[src/rtl/fib_datapath_gr10.sv]
// Fibonacci datapath slaved to the gr10 sequence controller: five registers, two ORed
// operand buses, an 8-function ALU and the bo/ovf/done status flags.
module fib_datapath_gr10 #(
    parameter int W = 8
) (
    input  logic         clk,
    input  logic         rst_n,
    input  logic [W-1:0] sw,
    input  logic [2:0]   f,
    input  logic         tsw,
    input  logic         tn,
    input  logic         tm,
    input  logic         tp,
    input  logic         tone,
    input  logic         tpp,
    input  logic         tout,
    input  logic         ldn,
    input  logic         ldm,
    input  logic         ldp,
    input  logic         ldpp,
    input  logic         ldout,
    input  logic         over,
    output logic [W-1:0] result,
    output logic         bo,
    output logic         ovf,
    output logic         done
);

    typedef enum logic [2:0] {
        ALU_ZERO = 3'd0,
        ALU_AND  = 3'd1,
        ALU_A    = 3'd2,
        ALU_B    = 3'd3,
        ALU_SUB  = 3'd4,
        ALU_ADD  = 3'd5,
        ALU_OR   = 3'd6,
        ALU_XOR  = 3'd7
    } alu_op_t;

    localparam logic [W-1:0] ONE = W'(1);

    logic [W-1:0] n_q;
    logic [W-1:0] m_q;
    logic [W-1:0] p_q;
    logic [W-1:0] pp_q;
    logic [W-1:0] out_q;

    logic [W-1:0] bus_a;
    logic [W-1:0] bus_b;
    logic [W-1:0] y;
    logic [W:0]   sum;
    logic [W:0]   diff;
    logic         carry;
    logic         a_le_b;
    alu_op_t      op;

    assign op = alu_op_t'(f);

    // Several drivers on one bus simply OR together; an undriven bus reads zero.
    always_comb begin
        bus_a = '0;
        if (tsw) bus_a = bus_a | sw;
        if (tn)  bus_a = bus_a | n_q;
        if (tm)  bus_a = bus_a | m_q;
        if (tp)  bus_a = bus_a | p_q;
    end

    always_comb begin
        bus_b = '0;
        if (tone) bus_b = bus_b | ONE;
        if (tpp)  bus_b = bus_b | pp_q;
        if (tout) bus_b = bus_b | out_q;
    end

    assign sum    = {1'b0, bus_a} + {1'b0, bus_b};
    assign diff   = {1'b0, bus_a} - {1'b0, bus_b};
    assign carry  = sum[W];
    assign a_le_b = diff[W] || (diff[W-1:0] == '0);

    always_comb begin
        y = '0;
        case (op)
            ALU_ZERO: y = '0;
            ALU_AND:  y = bus_a & bus_b;
            ALU_A:    y = bus_a;
            ALU_B:    y = bus_b;
            ALU_SUB:  y = diff[W-1:0];
            ALU_ADD:  y = sum[W-1:0];
            ALU_OR:   y = bus_a | bus_b;
            ALU_XOR:  y = bus_a ^ bus_b;
            default:  y = '0;
        endcase
    end

    always_ff @(posedge clk) begin
        if (!rst_n) begin
            n_q   <= '0;
            m_q   <= '0;
            p_q   <= '0;
            pp_q  <= '0;
            out_q <= '0;
        end else begin
            if (ldn)   n_q   <= y;
            if (ldm)   m_q   <= y;
            if (ldp)   p_q   <= y;
            if (ldpp)  pp_q  <= y;
            if (ldout) out_q <= y;
        end
    end

    // bo is the borrow-or-zero result of the last subtract; ldn clears ovf ahead of any set.
    always_ff @(posedge clk) begin
        if (!rst_n) begin
            bo   <= 1'b0;
            ovf  <= 1'b0;
            done <= 1'b0;
        end else begin
            done <= over;
            if (op == ALU_SUB)
                bo <= a_le_b;
            if (ldn)
                ovf <= 1'b0;
            else if (op == ALU_ADD && ldout && carry)
                ovf <= 1'b1;
        end
    end

    assign result = out_q;

endmodule

[config.mk]
export PLATFORM = sky130hd
export DESIGN_NAME = fib_datapath_gr10
export DESIGN_NICKNAME = d
export VERILOG_FILES = /design/src/rtl/fib_datapath_gr10.sv
export SDC_FILE = /design/constraint.sdc
export NUM_CORES = 1
export LEC_CHECK = 0
export ABC_CLOCK_PERIOD_IN_PS = 9000
export BUFFER_PORTS_ARGS = -buffer_cell sky130_fd_sc_hd__buf_2
export CORE_UTILIZATION = 55
export DETAILED_ROUTE_END_ITERATION = 6
export GPL_TIMING_DRIVEN = 0
export HOLD_SLACK_MARGIN = 0.15
export PLACE_DENSITY_LB_ADDON = 0.2
export SLEW_MARGIN = 20
export SYNTH_ARGS = -nofsm -noshare
export SYNTH_HDL_FRONTEND = slang
export SYNTH_SLANG_ARGS = --single-unit
export TNS_END_PERCENT = 5
[constraint.sdc]
create_clock -name clk -period 9 [get_ports clk]
set_clock_uncertainty 0.2 [all_clocks]
set_input_delay 0.9 -clock clk [delete_from_list [all_inputs] [get_ports clk]]
set_output_delay 0.9 -clock clk [all_outputs]
set_load 0.005 [all_outputs]
Yosys cells after proc, flatten, opt, wreduce, memory -nomap -nowiden --
Index checks and enable logic that the tools add are counted.
Word-level totals: bits of input ports 26, output and inout bits 11, register bits 43, word-level logic and storage cells 40
Cells by class: equal/unequal tests 7, add/sub/neg operators 2, bitwise logic cells 9, multiplexer cells 8, reduce and logical (&&, ||, !) cells 6
Operators with widths (count):
- case mux 8 bit (8 select lines) | 1
- 2-to-1 mux 8 bit | 6
- bitwise OR 8 bit | 6
- equality test 3 bit, second input constant | 4
- adder 8 x 8 -> 9 bit | 1
- subtractor 8 x 8 -> 9 bit | 1
- AND 8 bit | 1
- logical NOT 8 bit | 1
- bitwise XOR 8 bit | 1
- equality test 3 x 2 -> 1 bit, second input constant | 2
- equality test 3 x 1 -> 1 bit, second input constant | 1
- logical NOT 3 bit | 1
- logical AND 1 bit | 2
- OR reduction 2 bit | 1
- logical OR 1 bit | 1
- 2-to-1 mux 1 bit | 1
- NOT 1 bit | 1

Depth between registers and ports, before layout --
Gate-level depths: netlist of the first run.
depth in word-level cells 10, mapped depth 13, gate-level depth less buffers 12

Least setup slack after synthesis of the first run --
No wires, ideal clock.
kind input-to-reg, start point in tn, end point reg bo, data required time 8.740 ns, data arrival time 3.210 ns, path buffers 1, stages on the path 12, slack 5.529 ns, setup time 0.060 ns, cells stage by stage clkbuf_1 > a22o_1 > a221oi_2 > ha_1 > inv_1 > fa_1 > nand2b_4 > a211o_1 > nand4b_1 > o311a_4 > nor4_2 > o221a_1
On the way: word-level cells in the longest chain between the ends 8
Ends and longest elaborated chain:
- from (decl) | line 11 | input logic tn,
- 2-to-1 mux 8 bit * | line 63 | if (tn) bus_a = bus_a | n_q;
- bitwise OR 8 bit | line 64 | if (tm) bus_a = bus_a | m_q;
- 2-to-1 mux 8 bit * | line 64
- bitwise OR 8 bit | line 65 | if (tp) bus_a = bus_a | p_q;
- 2-to-1 mux 8 bit * | line 65
- subtractor 8 x 8 -> 9 bit * | line 76 | assign diff = {1'b0, bus_a} - {1'b0, bus_b};
- logical NOT 8 bit | line 78 | assign a_le_b = diff[W] || (diff[W-1:0] == '0);
- logical OR 1 bit * | line 78
- to (signal assigned) | line 120 | bo <= a_le_b;
- to (decl) | line 24 | output logic bo,
Mark *: on every way between the ends. The rest lies on a longest branch, timed or not. A chain may end at the register's enable or synchronous reset.

Worst setup path in the final report of the first run --
start point in tn, end point reg n_q[6]
On the way: word-level cells in the longest chain between the ends 7, elaborated cells between the ends (all ways) 11, those cells by class add/sub (2); mux (4); bitwise (5)
Ends and longest elaborated chain:
- 2-to-1 mux 8 bit * | line 63
- bitwise OR 8 bit | line 64
- 2-to-1 mux 8 bit * | line 64
- bitwise OR 8 bit | line 65
- 2-to-1 mux 8 bit * | line 65
- adder 8 x 8 -> 9 bit (tied with other cells) | line 75 | assign sum = {1'b0, bus_a} + {1'b0, bus_b};
- case mux 8 bit (8 select lines) * | line 82 | case (op)
- to (signal assigned) | line 103 | if (ldn) n_q <= y;
- to (decl) | line 42 | logic [W-1:0] n_q;
Marked as above.

==> results of run 1 <==
[critical path, delay by kind of cell]
family	cells	cell delay, ns
compound gates	6	1.41
fa+ha+maj	2	0.45
buf+inv	3	0.40
simple gates	2	0.51
[where the power goes]
group          internal, uW  switching (uW)
Clock                  89.8            65.4
Combinational           100             146
Sequential              208            10.7
Total                   398             222
[layout make-up]
type                            count  area, sq um
Buffer                             31          159
Clock buffer                        6         82.6
Clock inverter                      2         35.0
Fill cell                         464         1840
Inverter                           35          131
Multi-Input combinational cell    265         1910
Sequential cell                    43          861
Tap cell                           70         87.6
Timing Repair Buffer               25          125
[through the flow]
| step | total power [uW] | instances | setup slack (ns) | cell area, sq um | utilization, % |
|---|---|---|---|---|---|
| 2_1_floorplan | 407 | 374 | 5.53 | 3060 | - |
| 3_3_place_gp | 457 | 469 | 5.04 | 3280 | 62.6 |
| 3_5_place_dp | 464 | 469 | 5.04 | 3280 | 62.6 |
| 4_1_cts | 618 | 477 | 5.35 | 3390 | 64.8 |
| 5_1_grt | 657 | 477 | 5.13 | 3390 | 64.8 |
| 6_report | 621 | 477 | 5.30 | 3390 | 64.8 |
[layout by cell type, fill, tap and decap left out, drive strengths merged, types with 2 or more instances in the layout]
cell type  netlist  final
nor2b            4      4
dfxtp           43     43
o32a             5      5
nor3b            2      2
a22oi           18     18
o31ai            2      2
xnor2            6      6
a211o            2      2
fa               2      2
nand3            3      3
a222oi           3      3
clkbuf          16     22
a21oi           28     28
o221ai           3      3
nor3             2      2
buf             15     40
a211oi          18     18
ha              24     24
o21ai           29     29
a221oi           7      7
o22ai           11     11
a22o             7      7
nand2b           6      6
a31oi            8      8
nand2           18     18
nor2            34     34
and2             4      4
a221o            3      3
inv             35     35
[routing by layer]
layer / GRT usage [%] / vias up / routed length, um / share of wire [%]
li1: - / 1434 / - / -
met1: 36.6 / 1397 / 3540 / 43
met2: 47.9 / 123 / 3950 / 48
met3: 3.59 / 20 / 484 / 5.9
met4: 12.3 / 0 / 184 / 2.3
met5: 0 / - / 0 / 0
[registers in the layout (all words and copies together), names as in the netlist]
name and count:
pp_q 8, result 8, done 1, m_q 8, n_q 8, p_q 8
bo 1, ovf 1
[worst max path at each step]
stage | cells after the start | endpoint | slack, ns
after floorplan | 12 | bo | 5.53
after global routing | 10 | n_q[2] | 5.13
after global placement | 10 | m_q[2] | 5.04
after CTS | 13 | n_q[6] | 5.35
final | 13 | n_q[6] | 5.30
after detailed placement | 10 | m_q[2] | 5.04
[kinds of logic after synthesis]
| group | Yosys count | share of synthesized area [%] |
|---|---|---|
| xor gates and xnor gates | 7 | 2.00 |
| and+or+nand+nor | 79 | 12.8 |
| adders and majority gates | 26 | 11.1 |
| DFF | 43 | 28.1 |
| muxes | 1 | 0.327 |
| buffers and inverters | 66 | 9.47 |
| AOI/OAI and AO/OA | 152 | 36.2 |
==> flow_results.org, run 1 <==
** Logic synthesis
- Most common flop cell mapped by yosys :: dfxtp_1
- Distinct cell type count of the synthesized netlist :: 58
- Synth area leaders :: dfxtp_1, ha_1, a21oi_1, o21ai_0, inv_1
- Total number of yosys warnings :: 0
- Top-count cell post-synth :: dfxtp_1
- After synthesis, the share of flip-flops with an asynchronous set or reset is 0%.
- Mean instance size in the synthesized netlist :: 8.19 sq um
- Commonest cells post-synth :: dfxtp_1, inv_1, nor2_1, a21oi_1, o21ai_0
- Syn Nets :: 426
- Biggest area consumer among synthesized cells :: dfxtp_1
- The share of synthesized area in the top cell type comes to 28.1%.
- Number of enable-type register cells in the synthesized netlist :: 0
- Synth Cell Area :: 3060 sq um
- Proportion of synthesized chip area in sequential cells :: 28.1%
- Cell count after synthesis :: 374
- The synthesized design contains 43 register bits.

** Setup path
- Type of destination of the critical path :: flip-flop
- Data on the critical path arrives at its endpoint at 3.66 ns.
- Worst setup SP type :: input pin
- Worst-case register-to-register setup slack :: 5.91 ns
- Ordered cell list for the critical path :: clkbuf_1, a22o_1, a221oi_2, inv_1, ha_1, inv_1, fa_1, nor2b_1, o31a_1, o21ai_1, nor3b_2, o32a_1, o22ai_1
- In this run the worst setup path begins at tn.
- The worst register-to-register path has a depth of 12.
- The critical path is of the in -> reg type.
- In this design, the stage delay of the slowest critical-path cell is 0.44 ns.
- Along the worst path, the maximum fanout reaches 8.
- Most frequent cell on the critical path :: inv_1
- For this design, the slowest cell found on the critical path is nor3b_2.
- Data required, critical path :: 8.96 ns
- Reg2Reg Launch Point :: n_q[0]
- In this run the critical register-to-register path is captured at n_q[6].

** GRT
- For this run the aggregate overflow at the end of global routing stands at 0.
- The first global-routing pass estimated 13400 um of wire.
- The initial antenna violation count was 0.
- Entering global routing, the biggest net connects 14 pins.
- The number of global-route vias before repair came to 2846.
- In the global route stage, overall resource usage came out at 28.6%.

** STA
- Unrepaired setup endpoints after global routing :: false
- Setup violations remaining at the end of the flow were counted as 0.
- The final-report max-slew violation count was 0.
- The clock period could shrink to 3.70 ns.
- Highest attainable clock frequency :: 0.270 GHz
- Total count of hold-check failures in the final report :: 0
- In the finished design, the share of the clock period the worst path needs comes to 41.1%.
- At the pin with the least slew margin, the transition time is 0.826 ns.
- Worst hold-check slack :: 0.291 ns
- Setup total negative slack on the finished layout was measured at 0 ns.
- Slew headroom :: 44.7%

** Die
- Die height :: 76.6 um
- Initial Utilization :: 58.5%
- The floorplan step defined a die boundary enclosing 5870 sq um.
- Boundary pin count :: 37
- The core region is 5240 sq um.
- The floorplan has 26 rows.
- The die is 76.6 um wide.

** Hold path
- The worst hold path begins at pp_q[2].
- Count of cells along the worst hold path :: 2
- Destination of the worst hold path :: pp_q[2]
- The min-delay analysis places its worst path in the category reg -> reg.

** Placed design
- The congestion estimate from routability-driven global placement came to 0.881.
- HPWL after detailed placement :: 6280 um
- The count of buffers added on input and output ports is 25.

** Layout
- Antenna cells :: 0
- Final net count :: 458
- Layout-stage area growth over the synthesis result :: 10.8%
- In the final layout, the share of cells above drive strength 1 is 15.0%.

** Clock tree
- CTS built an H-tree with a depth of 2.
- Gates resized during post-CTS repair numbered 0.
- Master cell of the clock root buffer :: clkbuf_8
- The number of setup buffers added after CTS is 0.
- The clock passes through at most 2 buffers.
- After clock tree synthesis, the clock-pin slew on the worst setup and hold paths is 0.07 ns.
- # hold bufs at CTS :: 0
- CTS Buf Count :: 5
- Number of clock sinks :: 43
- Insertion delay to the later sink of the worst-skew pair :: 0.30 ns
- TritonCTS built the clock tree.

** Route
- For this block, the initial DRC count from the detailed router was 235.
- Drt pass-1 iters :: 5
- Average routed wire per standard cell :: 17.1 um
- After detailed routing, the number of remaining DRC violations is 0.
- In the routed layout, each cell is associated on average with a via count of 6.23.
- Count of vias placed by the detailed router :: 2974
- Once detail routing completed, the nets flagged for antenna violations numbered 0.
- The routed design has 8160 um of wire.

** Pwr
- The worst-case IR drop observed on VDD is 0.138 mV.
- In this run the power density over the cells is 183 nW/um^2.
- Lkg Pwr :: 0.00145 uW

** Outcome
- The flow ran to the end, and the final reports show no timing, DRC or antenna violations.

** Flow run
- Max-cap violation count :: 0
Power figures use the tool's default switching activity.
==> inputs of run 2 (changes only) <==
ABC_CLOCK_PERIOD_IN_PS = 3200   (was 9000)
CORE_UTILIZATION = 53   (was 55)
clock period = 3.2 ns   (was 9 ns; I/O delays follow)
==> run 2 against run 1 <==
Critical path depth down 3. Count of clock-buffer cells in the layout up 2. Design area up 1.4%. Flip-flop and latch count unchanged. First-iteration DRC count up 7.7%. Cell count up 0.84%. Global-route usage down 0.73 points. Die area up 3.7%. Setup slack worse by 5.2 ns. Power rose to 2.7 times the previous value. Sequential power rose to 2.8 times the previous value. Combinational power rose to 2.9 times the previous value. Critical endpoint is now m_q[2]. Largest cell class unchanged. Largest power group unchanged.
==> flow_results.org, run 2 (same netlist as run 1, synthesis figures left out) <==
** Outcome
- The flow ran to the end, and the final reports show no timing, DRC or antenna violations.

** Hold path
- Type of the tightest min-delay check :: in -> reg
- For hold timing, the worst endpoint is pp_q[0].
- Count of cells along the worst hold path :: 3 (+1)
- The worst hold path begins at ldpp.

** Route
- The total wirelength of the detailed-routed design is 8150 um (about the same).
- Drt pass-1 iters :: 7 (+2)
- Vias per cell :: 6.04 (-3.1%)
- The per-cell routed wire length is 16.9 um (-0.92%).
- Iteration-0 DRC count of the detailed router :: 253 (+7.7%)
- The post-route DRC violation count is 0 (unchanged).
- The remaining antenna violation count after routing is 0 (unchanged).
- The total via count after detailed routing came to 2907 (-2.3%).

** GRT
- Global-route wire length before repair :: 13200 um (-1.2%)
- Initial antenna violation count :: 0 (unchanged)
- The largest net degree at the start of global routing is 13 (-1).
- Via count of the first global-routing pass :: 2683 (-5.7%)
- The remaining global-route overflow is 0 (unchanged).
- The global routing usage summed across all routing layers was 27.8% (-0.73 points).

** Die
- The vertical die dimension is 78.0 um (+1.8%).
- Full die area :: 6090 sq um (+3.7%)
- The number of placement rows came to 27 (+3.8%).
- The starting utilization of the core area is 55.3% (-3.2 points).
- Die Span X :: 78.0 um (+1.8%)
- The number of I/O pins came to 37 (unchanged).
- Placeable core region :: 5540 sq um (+5.8%)

** STA
- The final number of hold-violating endpoints was 0 (unchanged).
- Final Setup Violations :: 0 (unchanged)
- The final critical path takes up 95.6% of the cycle.
- Worst hold-check slack :: 0.217 ns (-0.0744 ns)
- Setup repair after global routing left no endpoint under its margin.
- Timing would allow up to 0.327 GHz.
- Worst slew pin tran :: 0.915 ns (+0.0889 ns)
- Slew headroom :: 38.8% (-5.9 points)
- The worst path in the final design needs a cycle of 3.06 ns, including I/O delays and setup.
- The final-report max-slew violation count came to 0 (unchanged).

** Clock tree
- The clock latency on the worst-skew pair is 0.30 ns (about the same).
- CTS Buf Count :: 5 (unchanged)
- The clock transition at the registers of the reported paths is 0.08 ns (about the same).
- Master cell of the clock root buffer :: clkbuf_8
- TritonCTS clock tree :: done
- The number of clock sinks seen by CTS came to 43 (unchanged).
- Number of levels in the clock H-tree :: 2 (unchanged)
- The maximum buffer depth of the clock tree was 2 (unchanged).

** Layout
- Layout-stage area growth over the synthesis result :: 12.3%
- The final antenna diode count came to 0 (unchanged).
- Fraction of final layout cells with drive strength greater than 1 :: 15.4% (+0.42 points)
- Fillers :: 523 (+13%)
- Most common library cell in the layout ignoring fill and taps :: dfxtp_1
- The number of non-filler instances in the completed layout was 481 (+0.84%).
- The top cell types in the final layout, fill and taps aside, are dfxtp_1, inv_1, nor2_1, buf_2, o21ai_0.
- The final layout net count was 460 (+0.44%).

** Pwr
- The power density of the placed cells is 495 nW/um^2 (+170%).
- The total leakage power was 0.00146 uW (+0.46%).
- Peak VDD IR :: 0.431 mV (+210%)

** Setup path
- The worst register-to-register path begins at n_q[0].
- The critical-path maximum fanout came to 8 (unchanged).
- The data arrival at the endpoint of the critical path is 3.02 ns (-0.64 ns).
- The worst setup path is of the in -> reg kind.
- Worst setup SP type :: input pin
- Data required, critical path :: 3.16 ns (-5.80 ns)
- Type of destination of the critical path :: flip-flop
- In this run the critical register-to-register path is captured at m_q[2].
- Number of cells on the worst reg-to-reg path :: 9 (-3)
- The internal reg-to-reg setup slack came to 0.18 ns (-5.73 ns).

** Placed design
- The global placement routability congestion was 0.897 (+1.9%).
- The sum of net half-perimeters after detailed placement was 6190 um (-1.3%).
- The placed cell count came to 471 (+0.43%).
- The number of port buffers was 25 (unchanged).

** Flow run
- The number of maximum-capacitance violations came to 0 (unchanged).
run 2: changes by cell type in the layout (fill, tap and decap cells not counted), sizes merged:
cell / previous run / this run
clkinv: 1 / 0
clkbuf: 22 / 24
dlygate4sd3: 0 / 2
bufinv: 1 / 0
run 2: final cells by class:
cell class	instances	area (sq um)	area share [%]
well taps	72	90.1	2.62
inverters	35	131	3.82
repair buffers	27	145	4.22
flip-flops and latches	43	861	25.0
plain buffers	31	159	4.62
clock buffers	8	100	2.91
multi-input cells	265	1960	56.8
run 2: timing repair:
item	in CTS	in global routing
endpoints found under the setup margin	0	16
hold buffers	2	0
endpoints found under the hold margin	3	0
resized for setup	0	6
setup buffers	0	0
run 2: per-stage QoR:
stage | setup slack [ns] | utilization [%] | instance area (sq um) | power, uW | setup TNS [ns]
2_1_floorplan | 0.309 | - | 3060 | 1140 | 0
3_3_place_gp | -0.167 | 59.2 | 3280 | 1290 | -2.48
3_5_place_dp | -0.192 | 59.2 | 3280 | 1300 | -3.55
4_1_cts | 0.110 | 61.4 | 3400 | 1680 | 0
5_1_grt | 0.0210 | 62.1 | 3440 | 1800 | 0
6_report | 0.140 | 62.1 | 3440 | 1700 | 0
run 2: worst max-delay path by stage:
| stage | to | cells after the start | slack [ns] | startpoint |
|---|---|---|---|---|
| finish | m_q[2] | 10 | 0.14 | tn |
| global route | n_q[6] | 13 | 0.02 | tn |
| CTS | m_q[2] | 10 | 0.11 | tn |
| detailed placement | n_q[2] | 10 | -0.19 | tn |
| global placement | m_q[2] | 10 | -0.17 | tn |
| floorplan | bo | 12 | 0.31 | tn |
run 2: report_power, final:
part | internal (uW) | switching (uW) | total (uW)
Combinational | 292 | 421 | 713
Sequential | 586 | 30.2 | 616
Clock | 197 | 178 | 375
run 2: metal layers:
layer / part of all wire [%] / vias to the layer above / GRT usage [%]
li1: - / 1434 / -
met1: 46 / 1368 / 37.8
met2: 47 / 95 / 45.9
met3: 5.4 / 10 / 3.72
met4: 1.3 / 0 / 8.33
met5: 0 / - / 0
run 2: worst max-delay path: stages:
cell and delay (ns):
clkbuf_1 0.23, a22o_1 0.33, a221oi_4 0.31, ha_1 0.24, inv_1 0.06, fa_1 0.44, xnor2_1 0.18, a221o_1 0.33
a21oi_1 0.41, a211oi_1 0.15
==> inputs of run 3 (changes only) <==
CELL_PAD_IN_SITES_DETAIL_PLACEMENT = 1   (was not set)
CELL_PAD_IN_SITES_GLOBAL_PLACEMENT = 1   (was not set)
CORE_MARGIN = 5   (was not set)
CORE_UTILIZATION = 40   (was 53)
==> run 3 against run 2 <==
Fmax rose by 0.73%. Highest routed layer unchanged. Critical path type is now reg -> reg. Utilization is 17 points lower. Flip-flop and latch count is the same. Largest power group unchanged. Die area grew 56%. Routed wire length increased by 15%. First-iteration DRC count down 64%. Cell count grew 5.8%.
==> flow_results.org, run 3 (same netlist as run 1, synthesis figures left out) <==
** Outcome
- Outcome :: finished clean

** Die
- Standard-cell rows :: 32 (+19%)
- Full die area :: 9510 sq um (+56%)
- Boundary pin count :: 37 (unchanged)
- The starting utilization of the core area is 40.3% (-15 points).
- Die Span X :: 97.5 um (+25%)
- The placeable core region is 7610 sq um (+37%).
- The vertical die dimension was 97.5 um (+25%).

** Setup path
- The critical-path maximum fanout is 4 (-4).
- Data required, critical path :: 3.24 ns (+0.08 ns)
- Crit path arrival time :: 3.07 ns (+0.05 ns)
- Worst setup SP type :: flip-flop
- Startpoint-to-endpoint class of the critical path :: reg -> reg
- Type of destination of the critical path :: flip-flop

** Clock tree
- Insertion delay to the later sink of the worst-skew pair :: 0.29 ns (about the same)
- The root buffer cell chosen for the clock tree is clkbuf_8.
- Number of buffers between clock root and the deepest sink :: 2 (unchanged)
- TritonCTS clock tree :: done
- The number of clock sinks seen by CTS came to 43 (unchanged).
- Reg clk slew, reported paths :: 0.08 ns (about the same)
- The total clock buffers created by CTS came to 5 (unchanged).
- Number of levels in the clock H-tree :: 2 (unchanged)

** Flow run
- Max-cap violation count :: 0 (unchanged)

** STA
- The final number of hold-violating endpoints was 0 (unchanged).
- The slew at the pin with the worst max-slew slack came to 0.919 ns (+0.00382 ns).
- Setup repair after global routing left no endpoint under its margin.
- Final Setup Violations :: 0 (unchanged)
- The upper clock frequency limit is 0.329 GHz (+0.73%).
- Final critical delay including setup and external delays :: 3.04 ns (-0.0221 ns)
- The period utilization was 94.9% (-0.69 points).
- Slew headroom :: 38.5% (-0.26 points)
- The final-report max-slew violation count is 0 (unchanged).

** Layout
- Antenna cells :: 0 (unchanged)
- Footprint of the flip-flops and latches :: 861 sq um (unchanged)
- The summed area of non-filler cells in the final layout is 3460 sq um (+0.55%).
- Layout-stage area growth over the synthesis result :: 12.9%
- Most common library cell in the layout ignoring fill and taps :: dfxtp_1
- Highest-count cells in the layout ignoring fill and taps :: dfxtp_1, inv_1, nor2_1, buf_2, o21ai_0
- The ratio of cells with drive above 1 in the final layout is 15.5% (+0.076 points).
- Fillers :: 955 (+83%)
- The final core utilization was 45.5% (-17 points).
- Multi-input logic area :: 1960 sq um (+0.26%)
- Final net count :: 460 (unchanged)

** Route
- The remaining antenna violation count after routing came to 0 (unchanged).
- The ratio of routed vias to standard cells came to 5.72 (-5.4%).
- WL final :: 9400 um (+15%)
- The number of DRC violations after detailed-routing iteration 0 came to 90 (-64%).
- The post-route DRC violation count came to 0 (unchanged).
- Average routed wire per standard cell :: 18.5 um (+9.0%)
- Drt pass-1 iters :: 4 (-3)
- The total via count after detailed routing came to 2911 (+0.14%).

** GRT
- The largest net degree at the start of global routing came to 12 (-1).
- Global-route wire length before repair :: 15600 um (+17%)
- Initial antenna violation count :: 0 (unchanged)
- Via count of the first global-routing pass :: 3030 (+13%)
- The remaining global-route overflow was 0 (unchanged).
- Overall track demand over capacity in global routing :: 19.9% (-7.9 points)

** Placed design
- HPWL after detailed placement :: 7440 um (+20%)
- Placed Area :: 3320 sq um (+1.1%)
- The global placement routability congestion came to 0.851 (-5.2%).
- The number of port buffers is 25 (unchanged).

** Pwr
- Peak VDD IR :: 0.328 mV (-24%)
- Lkg Pwr :: 0.00145 uW (-0.29%)
- Power per Cell Area :: 480 nW/um^2 (-3.0%)

** Hold path
- Type of the tightest min-delay check :: in -> reg
run 3: routing by layer:
| layer | up-vias | GRT usage, % | share of wire [%] |
|---|---|---|---|
| met5 | - | 0 | 0 |
| met4 | 0 | 4.15 | 1.1 |
| met3 | 7 | 1.94 | 2.3 |
| met2 | 39 | 35.8 | 50 |
| met1 | 1438 | 25.7 | 47 |
| li1 | 1427 | - | - |
run 3: worst paths after layout:
path                            cells past startpoint  slack (ns)  startpoint  endpoint
worst max-delay path                               11        0.16      n_q[0]        bo
worst min-delay path                                3        0.25         ldm    m_q[1]
worst max register to register                     11        0.16      n_q[0]        bo
worst min register to register                      2        0.29     pp_q[1]   pp_q[1]
run 3: layout make-up:
cell class	instances	area share, %
Buffer	31	4.70
Clock buffer	6	2.10
Inverter	35	3.80
Multi-Input combinational cell	265	56.7
Sequential cell	43	24.9
Tap cell	102	3.69
Timing Repair Buffer	27	4.19
run 3: per-stage QoR:
stage                     hold WS (ns)  setup slack (ns)  power [uW]  setup TNS (ns)  instances
after floorplan                  0.247             0.309        1140               0        374
after detailed placement         0.282            -0.310        1330           -7.45        501
after CTS                        0.256            0.0377        1650               0        509
after global placement           0.272            -0.284        1310           -6.02        501
final                            0.254             0.162        1660               0        509
after global routing             0.273            0.0233        1770               0        509
run 3: timing repair:
item	CTS	global route
endpoints found under the setup margin	6	16
hold buffers	2	0
setup buffers	0	0
endpoints found under the hold margin	3	0
gates resized for setup	2	10
run 3: power by group:
group	total (uW)	switching (uW)	internal [uW]
Clock	319	173	146
Combinational	725	432	293
Sequential	617	31.0	586
run 3: critical path, cell delays in order, from the launching register on:
cell,delay (ns)
dfxtp_1,0.32
a22o_1,0.23
a221oi_4,0.33
ha_1,0.24
inv_1,0.06
fa_1,0.44
nand2b_4,0.11
a211o_1,0.19
nand4b_1,0.13
o311a_4,0.17
nor4_2,0.35
o221a_1,0.22
